**src/rtl/ram_fifo_ctrl.sv**
```systemverilog
// FIFO controller driving a single-address dual-port RAM with a 1-cycle registered read.
// Owns the pointers, arbitrates the shared address and streams data out via a 2-entry skid.
module ram_fifo_ctrl #(
  parameter int DATA_W = 8,
  parameter int ADDR_W = 4
) (
  input  logic              clk,
  input  logic              rst_n,
  input  logic [DATA_W-1:0] in_data,
  input  logic              in_valid,
  output logic              in_ready,
  output logic [DATA_W-1:0] out_data,
  output logic              out_valid,
  input  logic              out_ready,
  output logic [ADDR_W-1:0] ram_addr,
  output logic [DATA_W-1:0] ram_wdata,
  output logic              ram_we,
  output logic              ram_re,
  input  logic [DATA_W-1:0] ram_rdata,
  output logic [ADDR_W+1:0] level,
  output logic              full,
  output logic              empty
);

  localparam logic [ADDR_W:0] FULL_CNT = {1'b1, {ADDR_W{1'b0}}};

  typedef enum logic {GRANT_W = 1'b0, GRANT_R = 1'b1} grant_e;

  logic [ADDR_W-1:0] wr_ptr, rd_ptr, addr_q;
  logic [ADDR_W:0]   mem_cnt;
  logic              rd_inflight;
  logic [1:0]        skid_cnt;
  logic              skid_head;
  logic [DATA_W-1:0] skid_mem [2];
  grant_e            last_grant;

  logic       pop, rd_want, wr_want, grant_r, grant_w;
  logic [2:0] occ;

  always_comb begin
    pop     = (skid_cnt != 2'd0) && out_ready;
    occ     = {1'b0, skid_cnt} + {2'b00, rd_inflight} - {2'b00, pop};
    rd_want = (mem_cnt != '0) && (occ < 3'd2);
    wr_want = in_valid && (mem_cnt != FULL_CNT);
    // Reads win ties when the last contended grant went to the write side.
    // Grants are masked by rst_n so handshakes and RAM strobes are idle during reset.
    grant_r = rst_n && rd_want && (!wr_want || (last_grant == GRANT_W));
    grant_w = rst_n && wr_want && !grant_r;
  end

  always_comb begin
    ram_addr  = addr_q;
    if (grant_w)      ram_addr = wr_ptr;
    else if (grant_r) ram_addr = rd_ptr;
    ram_we    = grant_w;
    ram_re    = grant_r;
    ram_wdata = in_data;
    in_ready  = grant_w;
    out_valid = (skid_cnt != 2'd0);
    out_data  = skid_mem[skid_head];
    level     = (ADDR_W+2)'(mem_cnt) + (ADDR_W+2)'(rd_inflight) + (ADDR_W+2)'(skid_cnt);
    full      = (mem_cnt == FULL_CNT);
    empty     = (level == '0);
  end

  always_ff @(posedge clk or negedge rst_n) begin
    if (!rst_n) begin
      wr_ptr      <= '0;
      rd_ptr      <= '0;
      addr_q      <= '0;
      mem_cnt     <= '0;
      rd_inflight <= 1'b0;
      skid_cnt    <= '0;
      skid_head   <= 1'b0;
      skid_mem    <= '{default: '0};
      last_grant  <= GRANT_W;
    end else begin
      if (grant_w) wr_ptr <= wr_ptr + 1'b1;
      if (grant_r) rd_ptr <= rd_ptr + 1'b1;
      if (grant_w && !grant_r)      mem_cnt <= mem_cnt + 1'b1;
      else if (grant_r && !grant_w) mem_cnt <= mem_cnt - 1'b1;
      if (grant_w || grant_r) addr_q <= ram_addr;
      if (wr_want && rd_want) last_grant <= grant_r ? GRANT_R : GRANT_W;
      rd_inflight <= grant_r;
      // Tail slot is head+cnt mod 2; at cnt==2 a landing always coincides with a pop.
      if (rd_inflight) skid_mem[skid_head ^ skid_cnt[0]] <= ram_rdata;
      if (pop) skid_head <= ~skid_head;
      skid_cnt <= skid_cnt + {1'b0, rd_inflight} - {1'b0, pop};
    end
  end

endmodule

```
**config.mk**
```make
export PLATFORM = sky130hd
export DESIGN_NAME = ram_fifo_ctrl
export DESIGN_NICKNAME = d
export VERILOG_FILES = /design/src/rtl/ram_fifo_ctrl.sv
export SDC_FILE = /design/constraint.sdc
export NUM_CORES = 1
export LEC_CHECK = 0
export CAP_MARGIN = 20
export CORE_UTILIZATION = 53
export CTS_CLUSTER_DIAMETER = 150
export DETAILED_ROUTE_END_ITERATION = 12
export MAX_ROUTING_LAYER = met4
export PLACE_DENSITY_LB_ADDON = 0.12
export SETUP_SLACK_MARGIN = 0.2
export SLEW_MARGIN = 20
export SYNTH_ARGS = -nofsm -noshare
export SYNTH_HDL_FRONTEND = slang
export SYNTH_SLANG_ARGS = --single-unit
```
**constraint.sdc**
```tcl
create_clock -name clk -period 10.45 [get_ports clk]
set_input_delay 2.09 -clock clk [delete_from_list [all_inputs] [get_ports clk]]
set_output_delay 2.09 -clock clk [all_outputs]
set_load 0.03 [all_outputs]
```
==> results.ini, run 1 <==
[outcome]
outcome = complete, no violations

[timing]
whs_ns = 0.464
max_transition_margin_pct = 39.8
setup_clock_skew_after_layout_ns = 0.00372
sum_neg_setup_slack_ns = 0
grt_setup_unrepaired = false
timing.final.setup_violations = 0
slew_viol_final = 0
hold_violations = 0
max_slew.worst_pin.slew_ns = 0.903
maxClockFrequency_ghz = 0.134
finalCritPeriodShare_pct = 71.6
post-route-min-period_ns = 7.48

[clock_network]
clockBufferDepth = 2
cts_tree = built
worst_skew_pair.late_latency_ns = 0.28
post-cts-setup-buffer-count = 0
cts-htree-levels = 2
cts_sinks = 38
cts_hold_buffers = 0
clk_pin_slew_ns = 0.07
cts_resized = 0
cts_made_buffers = 5
clockRootBuffer = clkbuf_8

[placed_design]
placed_instances = 246
numPortBuffers = 35
globalplace.congestion = 0.744
dp_hpwl_um = 2750

[global_route]
grtUsageTotal_pct = 20.0
overflow_left_after_global_routing = 0
first_pass_grt_wire_length_um = 6320
grt_antenna_before_repair = 0
first_global_vias = 1408
grt_max_degree = 43

[route]
final_antenna_net_count = 0
drt-wirelength-per-cell_um = 15.0
drc = 0
route.final.wire_length_um = 3810
drtPass1Iterations = 4
drt_first_iter_violations = 17
post_drt_via_cell_ratio = 5.65
detailroute.via_count = 1435

[critical_path]
crit_type = input pin to primary output
critical_path.startpoint_type = input pin
arrival_ns = 5.39
critical_path.endpoint_type = primary output
worstPathCellList = clkdlybuf4s50_1, and2_1, ha_1, inv_1, ha_1, inv_1, fa_1, xnor2_1, nand3_1, nor2_2, a221o_1, clkdlybuf4s50_1
slowest_stage_cell_cp = clkdlybuf4s50_1
critical_path_peak_fanout = 12
max_stage_delay_ns = 0.66
crit_required_ns = 8.36

[floorplan]
die-width_um = 65.7
die-area_um2 = 4320
height_of_the_chip_um = 65.7
floorplan.rows = 22
ios = 52
floorplan.core_area_um2 = 3770
initial_utilization_pct = 57.1

[finish]
instances_no_fill = 254
diodes = 0
multi_input_comb_area_um2 = 1050
register_area_um2 = 951
layout-area-overhead-vs-synth_pct = 20.2
share_of_post_route_cells_with_drive_strength_above_1_pct = 21.8
fillers = 275
layout_common_cells = dfrtp_1 (38), clkdlybuf4s50_1 (34), mux2_2 (30), inv_1 (12)
finalNetCount = 237
final_common_cell = dfrtp_1

[logic_synthesis]
synthesis.area_per_instance_um2 = 12.1
synth_fp_nets = 210
syn-cell-area_um2 = 2150
yosys_register_bits = 38
ys_dominant_reg_cell = dfrtp_1
synth_cell_types = 37
syn-instance-count = 178
synth-async-reset-ratio_pct = 100
yosysSeqAreaShare_pct = 44.2
synthesis.yosys.warnings = 0
synth_edf_count = 0

[worst_hold_path]
timing.hold.worst.class = flop to flop

[job]
cap_viol_max_count = 0

[worst paths after layout]
check | depth (start not counted) | from | slack, ns | endpoint
min | 1 | wr_ptr[3] | 0.46 | wr_ptr[3]
min in group asynchronous | 1 | rst_n | 1.93 | mem_cnt[1]
max reg2reg | 17 | skid_cnt[1] | 6.25 | mem_cnt[4]
max in group asynchronous | 1 | rst_n | 7.96 | addr_q[1]
max | 12 | out_ready | 2.97 | ram_addr[0]
min reg2reg | 1 | wr_ptr[3] | 0.46 | wr_ptr[3]
[layer usage]
layer / track usage, % / vias to the layer above / wire [µm]
met5: - / - / 0
li1: - / 679 / -
met2: 33.5 / 36 / 1920
met3: 5.21 / 5 / 156
met1: 24.3 / 715 / 1710
met4: 4.08 / 0 / 34
[flip-flops by register name, indices dropped and copies added, names as in the netlist]
signal,cells
rd_inflight,1
rd_ptr,4
skid_head,1
skid_cnt,2
wr_ptr,4
skid_mem,16
last_grant,1
mem_cnt,5
addr_q,4
[stage by stage]
step | setup slack (ns) | area, µm² | util, %
5_1_grt | 2.71 | 2590 | 68.6
3_5_place_dp | 2.99 | 2450 | 65.0
6_report | 2.97 | 2590 | 68.6
2_1_floorplan | 4.25 | 2150 | -
3_3_place_gp | 3.08 | 2450 | 65.0
4_1_cts | 2.96 | 2590 | 68.6
[area by class of cell]
class / count / share of cell area (%)
inverters: 12 / 1.74
flip-flops and latches: 38 / 36.8
clock inverters: 3 / 2.66
multi-input cells: 113 / 40.5
clock buffers: 5 / 2.66
well taps: 48 / 2.32
repair buffers: 35 / 13.3
[cells by family after synthesis]
group / synth area share, %
DFF: 44.2
and+or+nand+nor: 9.30
muxes: 16.7
buffers and inverters: 7.15
AOI/OAI and AO/OA: 8.19
xor gates and xnor gates: 6.10
adders and majority gates: 8.37
[worst max-delay path: cells and delay by family]
kind / cells / cell delay (ns)
compound gates: 1 / 0.24
xor+xnor: 1 / 0.23
fa+ha+maj: 3 / 0.74
buf+inv: 4 / 1.24
simple gates: 3 / 0.85
[Yosys cell counts, drive strengths merged (2+ instances only)]
cell,instances,area share (%)
buf,14,4.9
fa,4,3.7
and2,3,0.87
o21ai,2,0.64
nor3,2,0.46
mux2,30,16
nor2,2,0.46
or4,2,0.93
a221o,8,3.7
nand3,5,1.2
dfrtp,38,44
and3,5,1.5
a21o,3,1.0
ha,8,4.6
nand2,7,1.2
xnor2,8,3.3
xor2,7,2.8
inv,12,2.1
nand4b,2,0.81
a21oi,3,0.70
nor2b,2,0.58
Power of run 1 is left out: the tool's default activity adds up to more than one toggle a clock period on the data nets, which glitch-free logic cannot reach.
==> inputs of run 2 (changes only) <==
- CORE_UTILIZATION: 53 -> 49
- clock period: 10.45 -> 7.8 ns (I/O delays scaled with it)
==> run 2 against run 1 <==
Largest cell class unchanged. Utilization is 6.3 points lower. Highest routed layer unchanged. Clock-buffer cell count is 1 higher. Critical path type unchanged. Hold slack better by 0.011 ns.
==> results.ini, run 2 (same netlist as run 1, synthesis figures left out) <==
[route]
final_antenna_net_count = 0  ; unchanged
drt_first_iter_violations = 44  ; +27
drc = 0  ; unchanged
drtPass1Iterations = 4  ; unchanged
detailroute.via_count = 1430  ; -0.35%
drt-wirelength-per-cell_um = 15.9  ; +5.8%
route.final.wire_length_um = 4050  ; +6.2%
post_drt_via_cell_ratio = 5.61  ; -0.74%

[outcome]
outcome = complete, no violations

[finish]
layout_top_registers = skid_mem x16, mem_cnt x5
layout_common_cells = dfrtp_1 (38), clkdlybuf4s50_1 (34), mux2_2 (30), inv_1 (12)
layout-area-overhead-vs-synth_pct = 19.1
fillers = 336  ; +22%
regMostFlops = skid_mem
diodes = 0  ; unchanged
instances_no_fill = 255  ; +0.39%
number_of_flip_flops_under_the_largest_register_name = 16  ; unchanged
final_core_util_pct = 62.3  ; -6.3 points
share_of_post_route_cells_with_drive_strength_above_1_pct = 21.5  ; -0.38 points
final_common_cell = dfrtp_1
finalNetCount = 237  ; unchanged

[timing]
grt_setup_unrepaired = false
finalCritPeriodShare_pct = 82.9
slew_viol_final = 0  ; unchanged
whs_ns = 0.475  ; +0.0109 ns
hold_violations = 0  ; unchanged
max_transition_margin_pct = 39.6  ; -0.21 points
maxClockFrequency_ghz = 0.155
post-route-min-period_ns = 6.46
max_slew.worst_pin.slew_ns = 0.906  ; +0.00312 ns
sum_neg_setup_slack_ns = 0  ; unchanged
timing.final.setup_violations = 0  ; unchanged
setup_clock_skew_after_layout_ns = 0.00434  ; +0.000616 ns

[global_route]
grt_max_degree = 43  ; unchanged
first_global_vias = 1426  ; +1.3%
overflow_left_after_global_routing = 0  ; unchanged
grt_antenna_before_repair = 0  ; unchanged
first_pass_grt_wire_length_um = 6620  ; +4.7%
grtUsageTotal_pct = 20.1  ; +0.10 points

[clock_network]
cts_hold_buffers = 0  ; unchanged
cts-htree-levels = 2  ; unchanged
cts_tree = built
clk_pin_slew_ns = 0.07  ; about the same
cts_made_buffers = 5  ; unchanged
clockRootBuffer = clkbuf_8
cts_sinks = 38  ; unchanged
cts_resized = 0  ; unchanged
clockBufferDepth = 2  ; unchanged
worst_skew_pair.late_latency_ns = 0.29  ; about the same
post-cts-setup-buffer-count = 0  ; unchanged

[floorplan]
initial_utilization_pct = 52.3  ; -4.8 points
floorplan.rows = 23  ; +4.5%
die-area_um2 = 4660  ; +7.9%
die-width_um = 68.3  ; +3.9%
height_of_the_chip_um = 68.3  ; +3.9%
ios = 52  ; unchanged
floorplan.core_area_um2 = 4120  ; +9.1%

[critical_path]
critical_path_peak_fanout = 12  ; unchanged
arrival_ns = 4.90  ; -0.49 ns
critical_path.startpoint_type = input pin
worst_r2r_path_depth = 17  ; unchanged
crit_required_ns = 6.24  ; -2.12 ns
critical_path.endpoint_type = primary output
cp-startpoint = out_ready
critical_path.reg2reg.startpoint = skid_cnt[1]
crit_type = input pin to primary output

[placed_design]
placed_instances = 248  ; +0.81%
numPortBuffers = 35  ; unchanged
globalplace.congestion = 0.869  ; +17%
dp_hpwl_um = 2970  ; +8.0%

[worst_hold_path]
min_path_cells = 1  ; unchanged
timing.hold.worst.class = flop to flop
holdCritStartpoint = wr_ptr[3]

[job]
cap_viol_max_count = 0  ; unchanged

==> run 2: worst max-delay path, cell delays in order <==
cell	delay [ns]
clkdlybuf4s50_1	0.45
and2_1	0.15
ha_1	0.23
inv_1	0.05
ha_1	0.12
inv_1	0.04
fa_1	0.37
xnor2_1	0.26
nand3_1	0.23
nor2_2	0.51
a221o_1	0.25
clkdlybuf4s50_1	0.68
==> run 2: final timing paths <==
path                                to  slack (ns)
max reg2reg                 mem_cnt[4]        3.63
max in group asynchronous  skid_mem[4]        5.83
min                          wr_ptr[3]        0.47
min reg2reg                  wr_ptr[3]        0.47
min in group asynchronous    skid_head        1.40
max                        ram_addr[3]        1.34
==> run 2: final cells by class <==
type / instances / area (µm²) / area share [%]
clock buffers: 6 / 82.6 / 3.22
clock inverters: 1 / 30.0 / 1.17
inverters: 12 / 45.0 / 1.76
multi-input cells: 113 / 1050 / 40.9
flip-flops and latches: 38 / 951 / 37.1
well taps: 50 / 62.6 / 2.44
repair buffers: 35 / 345 / 13.5
==> run 2: stage by stage <==
step / worst slack [ns] / cell area, µm²
floorplan: 2.66 / 2150
global placement: 1.48 / 2450
detailed placement: 1.36 / 2450
CTS: 1.31 / 2560
global route: 1.10 / 2560
finish: 1.34 / 2560
==> run 2: per-layer routing <==
layer	up-vias	part of all wire (%)	track usage [%]	wire, µm
li1	675	-	-	-
met1	703	45	24.8	1820
met2	43	48	31.6	1960
met3	9	4.9	5.83	200
met4	0	1.8	6.51	72
met5	-	0	-	0
Power of run 2 is left out for the same reason.
